## src/rtl/alu_mul_seq.sv

```systemverilog
// Sequential radix-4 Booth multiplier, WIDTH x WIDTH -> 2*WIDTH, signed or unsigned per operation.
// Latency: start accepted at edge E0 -> done pulse in the cycle after edge E0+ITER (ITER=(WIDTH+2)/2).
// Backpressure: none; start is only sampled in IDLE/DONE and ignored while busy. Optional macro: ALU_MUL_SEQ_EARLY_EXIT_EN.
module alu_mul_seq #(
    parameter int WIDTH = 32
) (
    input  logic               clk,
    input  logic               clr,
    input  logic               start,
    input  logic               signed_mode,
    input  logic [WIDTH-1:0]   A,
    input  logic [WIDTH-1:0]   B,
    output logic               busy,
    output logic               done,
    output logic [2*WIDTH-1:0] P
);

    // Operands are carried with two extension bits so unsigned values stay positive
    // under signed Booth recoding; the iteration count covers all extended bits.
    localparam int EW   = WIDTH + 2;
    localparam int ITER = (WIDTH + 2) / 2;
    localparam int CW   = $clog2(ITER + 1);

    typedef enum logic [1:0] {
        S_IDLE = 2'd0,
        S_RUN  = 2'd1,
        S_DONE = 2'd2
    } state_t;

    state_t          state_q, state_d;
    logic [EW-1:0]   mcand_q, mcand_d;
    logic [EW-1:0]   hi_q, hi_d;
    logic [EW-1:0]   lo_q, lo_d;
    logic            guard_q, guard_d;
    logic [CW-1:0]   cnt_q, cnt_d;
    logic [2*WIDTH-1:0] p_q, p_d;

    logic            accept;
    logic [EW-1:0]   a_ext, b_ext;
    logic [2:0]      booth_bits;
    logic [EW+1:0]   mc_x, pp, sum;
    logic [EW-1:0]   hi_n, lo_n;
    logic            guard_n;
`ifdef ALU_MUL_SEQ_EARLY_EXIT_EN
    logic            zero_op;
`endif

    // Operand extension at acceptance: sign-extend in signed mode, zero-extend otherwise.
    always_comb begin
        a_ext = signed_mode ? {{2{A[WIDTH-1]}}, A} : {2'b00, A};
        b_ext = signed_mode ? {{2{B[WIDTH-1]}}, B} : {2'b00, B};
`ifdef ALU_MUL_SEQ_EARLY_EXIT_EN
        zero_op = (A == '0) || (B == '0);
`endif
    end

    // One Booth step: recode {lo[1:0], guard}, add digit*multiplicand to the upper half, shift right by 2.
    always_comb begin
        booth_bits = {lo_q[1:0], guard_q};
        mc_x       = {{2{mcand_q[EW-1]}}, mcand_q};
        pp         = '0;
        case (booth_bits)
            3'b001, 3'b010: pp = mc_x;
            3'b011:         pp = mc_x << 1;
            3'b100:         pp = '0 - (mc_x << 1);
            3'b101, 3'b110: pp = '0 - mc_x;
            default:        pp = '0;
        endcase
        sum     = {{2{hi_q[EW-1]}}, hi_q} + pp;
        // The shifted partial sum always fits back into EW bits, so the top two
        // sum bits are pure sign copies and can be dropped after the shift.
        hi_n    = sum[EW+1:2];
        lo_n    = {sum[1:0], lo_q[EW-1:2]};
        guard_n = lo_q[1];
    end

    // Next-state logic: accept in IDLE/DONE, count down in RUN, single-cycle DONE.
    always_comb begin
        state_d = state_q;
        accept  = 1'b0;
        case (state_q)
            S_IDLE, S_DONE: begin
                if (start) begin
                    accept  = 1'b1;
                    state_d = S_RUN;
`ifdef ALU_MUL_SEQ_EARLY_EXIT_EN
                    if (zero_op) begin
                        state_d = S_DONE;
                    end
`endif
                end else if (state_q == S_DONE) begin
                    state_d = S_IDLE;
                end
            end
            S_RUN: begin
                if (cnt_q == CW'(1)) begin
                    state_d = S_DONE;
                end
            end
            default: state_d = S_IDLE;
        endcase
    end

    // Datapath next values: load on accept, iterate in RUN, publish P on the last step only.
    always_comb begin
        mcand_d = mcand_q;
        hi_d    = hi_q;
        lo_d    = lo_q;
        guard_d = guard_q;
        cnt_d   = cnt_q;
        p_d     = p_q;
        if (accept) begin
            mcand_d = a_ext;
            hi_d    = '0;
            lo_d    = b_ext;
            guard_d = 1'b0;
            cnt_d   = CW'(ITER);
`ifdef ALU_MUL_SEQ_EARLY_EXIT_EN
            if (zero_op) begin
                cnt_d = '0;
                p_d   = '0;
            end
`endif
        end else if (state_q == S_RUN) begin
            hi_d    = hi_n;
            lo_d    = lo_n;
            guard_d = guard_n;
            cnt_d   = cnt_q - CW'(1);
            if (cnt_q == CW'(1)) begin
                // After ITER double-bit shifts the full product sits in {hi, lo}; keep the low 2*WIDTH bits.
                p_d = {hi_n[WIDTH-3:0], lo_n};
            end
        end
    end

    // State and datapath registers with synchronous clear taking priority.
    always_ff @(posedge clk) begin
        if (clr) begin
            state_q <= S_IDLE;
            mcand_q <= '0;
            hi_q    <= '0;
            lo_q    <= '0;
            guard_q <= 1'b0;
            cnt_q   <= '0;
            p_q     <= '0;
        end else begin
            state_q <= state_d;
            mcand_q <= mcand_d;
            hi_q    <= hi_d;
            lo_q    <= lo_d;
            guard_q <= guard_d;
            cnt_q   <= cnt_d;
            p_q     <= p_d;
        end
    end

    assign busy = (state_q == S_RUN);
    assign done = (state_q == S_DONE);
    assign P    = p_q;

endmodule

```

## config.mk

```make
export PLATFORM = sky130hd
export DESIGN_NAME = alu_mul_seq
export DESIGN_NICKNAME = d
export VERILOG_FILES = /design/src/rtl/alu_mul_seq.sv
export SDC_FILE = /design/constraint.sdc
export NUM_CORES = 1
export LEC_CHECK = 0
export ABC_AREA = 0
export BUFFER_PORTS_ARGS = -buffer_cell sky130_fd_sc_hd__buf_2
export CORE_ASPECT_RATIO = 1.25
export CORE_MARGIN = 5
export CORE_UTILIZATION = 59
export CTS_CLUSTER_DIAMETER = 50
export CTS_CLUSTER_SIZE = 8
export DETAILED_ROUTE_END_ITERATION = 7
export PLACE_DENSITY = 0.81
export SLEW_MARGIN = 25
export SYNTH_ARGS = -nofsm -noshare
export SYNTH_HDL_FRONTEND = slang
export SYNTH_SLANG_ARGS = --single-unit
export TNS_END_PERCENT = 5
```

## constraint.sdc

```tcl
create_clock -name clk -period 5.1 [get_ports clk]
set_input_delay 0.51 -clock clk [delete_from_list [all_inputs] [get_ports clk]]
set_output_delay 0.51 -clock clk [all_outputs]
set_load 0.02 [all_outputs]
```

* Word level (Yosys, flattened, before mapping)
Index checks and enable logic that the tools add are counted.
Word-level totals: register bits 174
Operators by class: reductions and logical operators 8, equality and inequality tests 11, add/sub/neg operators 4, muxes and demuxes 13, bitwise operators 1
Operator list (count):
- 36-bit one-hot mux with 4 select lines | 1
- 34-bit 2-to-1 mux | 4
- 36-bit adder | 1
- 1-bit by 35-bit subtractor with 36-bit output, first input constant | 1
- 1-bit by 34-bit subtractor with 35-bit output, first input constant | 1
- 5-bit 2-to-1 mux | 2
- 3-bit == test, second input constant | 3
- 2-bit OR reduction | 4
- 3-bit by 2-bit == test with 1-bit output, second input constant | 2
- 2-bit 2-to-1 mux | 3
- 5-bit by 1-bit == test with 1-bit output, second input constant | 1
- 5-bit by 1-bit subtractor with 5-bit output, second input constant | 1
- 2-bit one-hot mux with 2 select lines | 1
- 3-bit by 1-bit == test with 1-bit output, second input constant | 1
- 3-bit != test, second input constant | 1
- 3-bit AND reduction | 1
- 2-bit by 1-bit == test with 1-bit output, second input constant | 1
- 2-bit == test, second input constant | 1
- 2-bit zero test | 1
- 1-bit 2-to-1 mux | 2
- 2-bit by 1-bit != test with 1-bit output, second input constant | 1
- 2-bit AND reduction | 1
- 2-bit nonzero test | 1
- 1-bit inverter | 1

* Logic depth before layout (Yosys ltp)
word-level depth 6, mapped depth 23, mapped depth without buffers 21

* Worst setup path before layout
No wires, ideal clock.
path kind reg-to-reg, start point reg mcand_q[2], end point reg hi_q[33], setup slack 0.610 ns, library setup time 0.070 ns, required time 5.030 ns, stages on the path, launching flop included 22, data arrival time 4.419 ns, period minus slack after synthesis 4.490 ns, cells stage by stage dfxtp_1 > buf_2 > or4_4 > nor4_4 > nand2b_2 > or4_1 > buf_2 > nor2_1 > xnor2_1 > a221oi_1 > a21oi_1 > ha_1 > clkbuf_1 > nand2_1 > o211ai_1 > o211ai_1 > o21a_1 > a211o_1 > a31oi_1 > xor2_1 > or3_1 > a21oi_1
On the way: word-level cells in the longest chain between the ends 3, elaborated cells between the ends (all ways) 4, those cells by class 3 x add/sub; 1 x mux
Ends and longest elaborated chain:
- start: declaration | line 31 | logic [EW-1:0] mcand_q, mcand_d;
- start signal: assignment | line 148 | mcand_q <= mcand_d;
- 1-bit by 35-bit subtractor with 36-bit output / 1-bit by 34-bit subtractor with 35-bit output (equally long branches) | line 65, 66
- 36-bit one-hot mux with 4 select lines (*) | line 62 | case (booth_bits)
- 36-bit adder (*) | line 69 | sum = {{2{hi_q[EW-1]}}, hi_q} + pp;
- end signal: assignment | line 149 | hi_q <= hi_d;
- end: declaration | line 32 | logic [EW-1:0] hi_q, hi_d;
Mark *: on every way between the ends. The rest lies on a longest branch, timed or not. A chain may end at the register's enable or synchronous reset.

* Worst setup path in the final report
start point reg mcand_q[0], end point reg hi_q[33]
Same word-level chain as after synthesis.

==> results by group <==
GRT
  – Total gr overflow: 0
  – Total GRT Usage: 28.91%
  – Vias in the first global route: 9735
  – Largest net degree at the start of global routing: 76
  – Initial antenna violation count: 0
  – Wire length of the first global-routing pass: 47620 um

Critical path
  – Cell chain of the critical path: or4_4 -> nor4_4 -> buf_4 -> nand4_1 -> nor3b_2 -> nor2_1 -> or2_1 -> a221oi_1 -> a31oi_1 -> ha_2 -> and3_1 -> nand4_1 -> or2_2 -> a211o_1 -> a31oi_1 -> xor2_1 -> or3_1 -> a21oi_1
  – WP buf/inv: 1
  – Crit path largest cell delay: 0.59 ns
  – Critical Path End Type: flop
  – Critical Path Start: mcand_q[0]$_SDFFE_PP0P_
  – Worst Setup Path Type: reg2reg
  – CP max FO: 7
  – Crit path DAT: 5.15 ns
  – Crit path launch type: flop
  – Critical path data required time: 5.44 ns
  – CP top delay family: simple AND/OR/NAND/NOR gates
  – Critical Path Slowest Stage Cell: or4_4
  – Worst R2R Start: mcand_q[0]$_SDFFE_PP0P_

Clock network
  – Clk buf depth: 2
  – TritonCTS buffer count: 17
  – CTS Sinks: 173
  – CTS tree: done
  – Root Buffer: clkbuf_16
  – CTS Hold Bufs: 0
  – Clock slew at reported path FFs: 0.07 ns
  – Worst skew pair latency: 0.43 ns
  – H-tree depth: 4

Run status
  – Status: finished clean

STA
  – Min cycle time layout: 4.811 ns
  – Final slew viol count: 0
  – Fmax: 0.2079 GHz
  – Final setup vio count: 0
  – Final WS setup: 0.2895 ns
  – Worst-margin pin slew: 0.9558 ns
  – RSZ-0062 raised after global routing: true
  – Setup Skew: 0.01476 ns
  – Final Cycle Share: 94.32%
  – Fin. Hold Viols: 0
  – Relative slew margins: 36.13%
  – Hold_ws: 0.3174 ns

Synth
  – Post-Syn Area: 10120 um^2
  – Yosys top cell by area: dfxtp_1
  – Synth Register Bits: 173
  – YS warnings: 0
  – Top cell type's share of synthesized area: 34.22%
  – Seq/Total Area, Yosys: 34.22%
  – Asr flop ratio synth: 0%
  – Top_reg_cell synth: dfxtp_1
  – Synthesized instance count: 1379
  – Post-synth cell types: 67
  – Syn avg cell area: 7.339 um^2
  – Total nets after synthesis: 1486
  – Synth area leaders: dfxtp_1, nand2_1, a21oi_1
  – Post-synth EDFFs: 0

Power and ir drop
  – Net Sw Frac: 32.40%
  – Clock share of power: 36.7%
  – Logic pwr share: 21.2%
  – Cell area power density: 308.5 nW/um^2
  – VDD IR max: 0.0002632 V
  – Psw: 1.152 mW
  – Overall power: 3.557 mW
  – Leak: 4.719 nW
  – Pint: 2.404 mW
  – Sequential power share: 42.0%

Cells and area
  – Fin util: 68.44%
  – Commonest non-fill, non-tap cells in the layout: nand2_1, a21oi_1, dfxtp_1
  – Commonest non-fill, non-tap cell in the layout: nand2_1
  – Fill cells: 1453
  – Final instance count without filler cells: 1689
  – Register Area: 3465 um^2
  – Antenna Cells: 0
  – P&R area growth vs syn: 13.91%
  – Layout cells sized above 1: 15.79%
  – Nets@finish: 1563
  – Multi-input logic area: 6207 um^2

Placed design
  – Dpl ws: 0.2337 ns
  – Cell total after placement: 1654
  – Final GP Congestion: 0.9801
  – # port buffers: 133
  – Placed wire-length estimate: 20110 um

Floorplan
  – Die Area: 19890 um^2
  – I/O pin count: 134
  – DIE HEIGHT: 156.4 um
  – Core Rows: 53
  – Initial core utilization: 60.09%
  – Die Wd: 127.1 um
  – Core box area: 16840 um^2

Detailed routing
  – DR pass1 iterations: 5
  – Post-route ant nets: 0
  – Routed len/inst: 17.15 um
  – Vias per inst: 6.026
  – Via Count: 10180
  – 1st-iter DRT viols: 994
  – Drt total wl: 28960 um
  – DRC Markers: 0

Run
  – Max Cap Viol: 0

Worst hold path
  – Hold WC Path Type: in2reg
  – Beginning of the worst hold path: A[3]
timing repair:
| action | CTS | global route |
|---|---|---|
| gates resized for setup | 0 | 3 |
| setup buffers | 0 | 3 |
| hold endpoints to repair | 0 | 0 |
| endpoints found under the setup margin | 0 | 6 |
power by group through the flow:
stage                     combinational [mW]  clock, mW  sequential (mW)
final                                  0.755       1.31             1.49
after global routing                   0.832       1.39             1.50
after CTS                              0.737       1.33             1.49
after detailed placement               0.731          0             1.52
after global placement                 0.720          0             1.52
after floorplan                        0.550          0             1.49
through the flow:
step	TNS (ns)	cell area, um^2
after floorplan	0	10120
after global placement	0	10910
after detailed placement	0	10910
after CTS	0	11500
after global routing	-0.05841	11530
final	0	11530
logic make-up (layout without fill, tap and decap cells):
group | after synthesis | count (layout) | share of synthesized area (%)
AO/OA/AOI/OAI | 419 | 419 | 25.31
XOR/XNOR | 75 | 75 | 6.490
adder cells (fa/ha/maj) | 39 | 39 | 4.896
buffers and inverters | 126 | 216 | 4.772
flip-flops | 173 | 173 | 34.22
multiplexers | 11 | 11 | 1.100
AND/OR/NAND/NOR | 536 | 536 | 23.22
final timing paths:
check                                          endpoint  slack [ns]  depth (start not counted)
worst max-delay path              hi_q[33]$_SDFFE_PP0P_        0.29                         18
worst min-delay path            mcand_q[3]$_SDFFE_PP0P_        0.32                          3
worst max register to register    hi_q[33]$_SDFFE_PP0P_        0.29                         18
worst min register to register        P[2]$_SDFFE_PP0P_        0.45                          2
cells in the mapped netlist (8+ instances only):
cell	n
nand2_1	331
a21oi_1	190
dfxtp_1	173
clkbuf_1	97
nor2_1	80
o21ai_0	54
xnor2_1	48
ha_1	38
xor2_1	27
a22oi_1	26
nor3_1	26
a21o_1	22
nand3_1	19
o22ai_1	18
a221oi_1	15
a211oi_1	14
a31oi_1	14
inv_1	14
or3_1	13
mux2i_1	10
nand4_1	10
o211ai_1	10
a311oi_1	9
nand2b_1	9
buf_1	8
o21a_1	8
state kept, by name, summed over array words and instances, names as in the netlist:
signal   flops
hi_q        34
guard_q      1
P           64
state_q      2
lo_q        34
cnt_q        5
mcand_q     33
final cells by class:
type	instances	area share, %
multi-input cells	1080	53.84
flip-flops and latches	173	30.05
repair buffers	169	8.140
clock buffers	19	3.842
well taps	220	2.388
clock inverters	13	1.248
inverters	15	0.4884
worst reg2reg max path, delay by kind of cell (launching register included):
kind,cells,cell delay [ns]
AOI/OAI and AO/OA,5,0.96
xor gates and xnor gates,1,0.10
adders and majority gates,1,0.42
buffers and inverters,1,0.21
DFF,1,0.36
and+or+nand+nor,10,2.70
layer usage:
metal / part of all wire [%] / track usage [%] / vias to the layer above
li1: - / - / 4980
met1: 42 / 36.15 / 4708
met2: 47 / 47.70 / 422
met3: 8.4 / 6.794 / 68
met4: 2.9 / 12.57 / 0
met5: 0 / 0 / -
No activity file was read; power rests on OpenSTA's default activity.
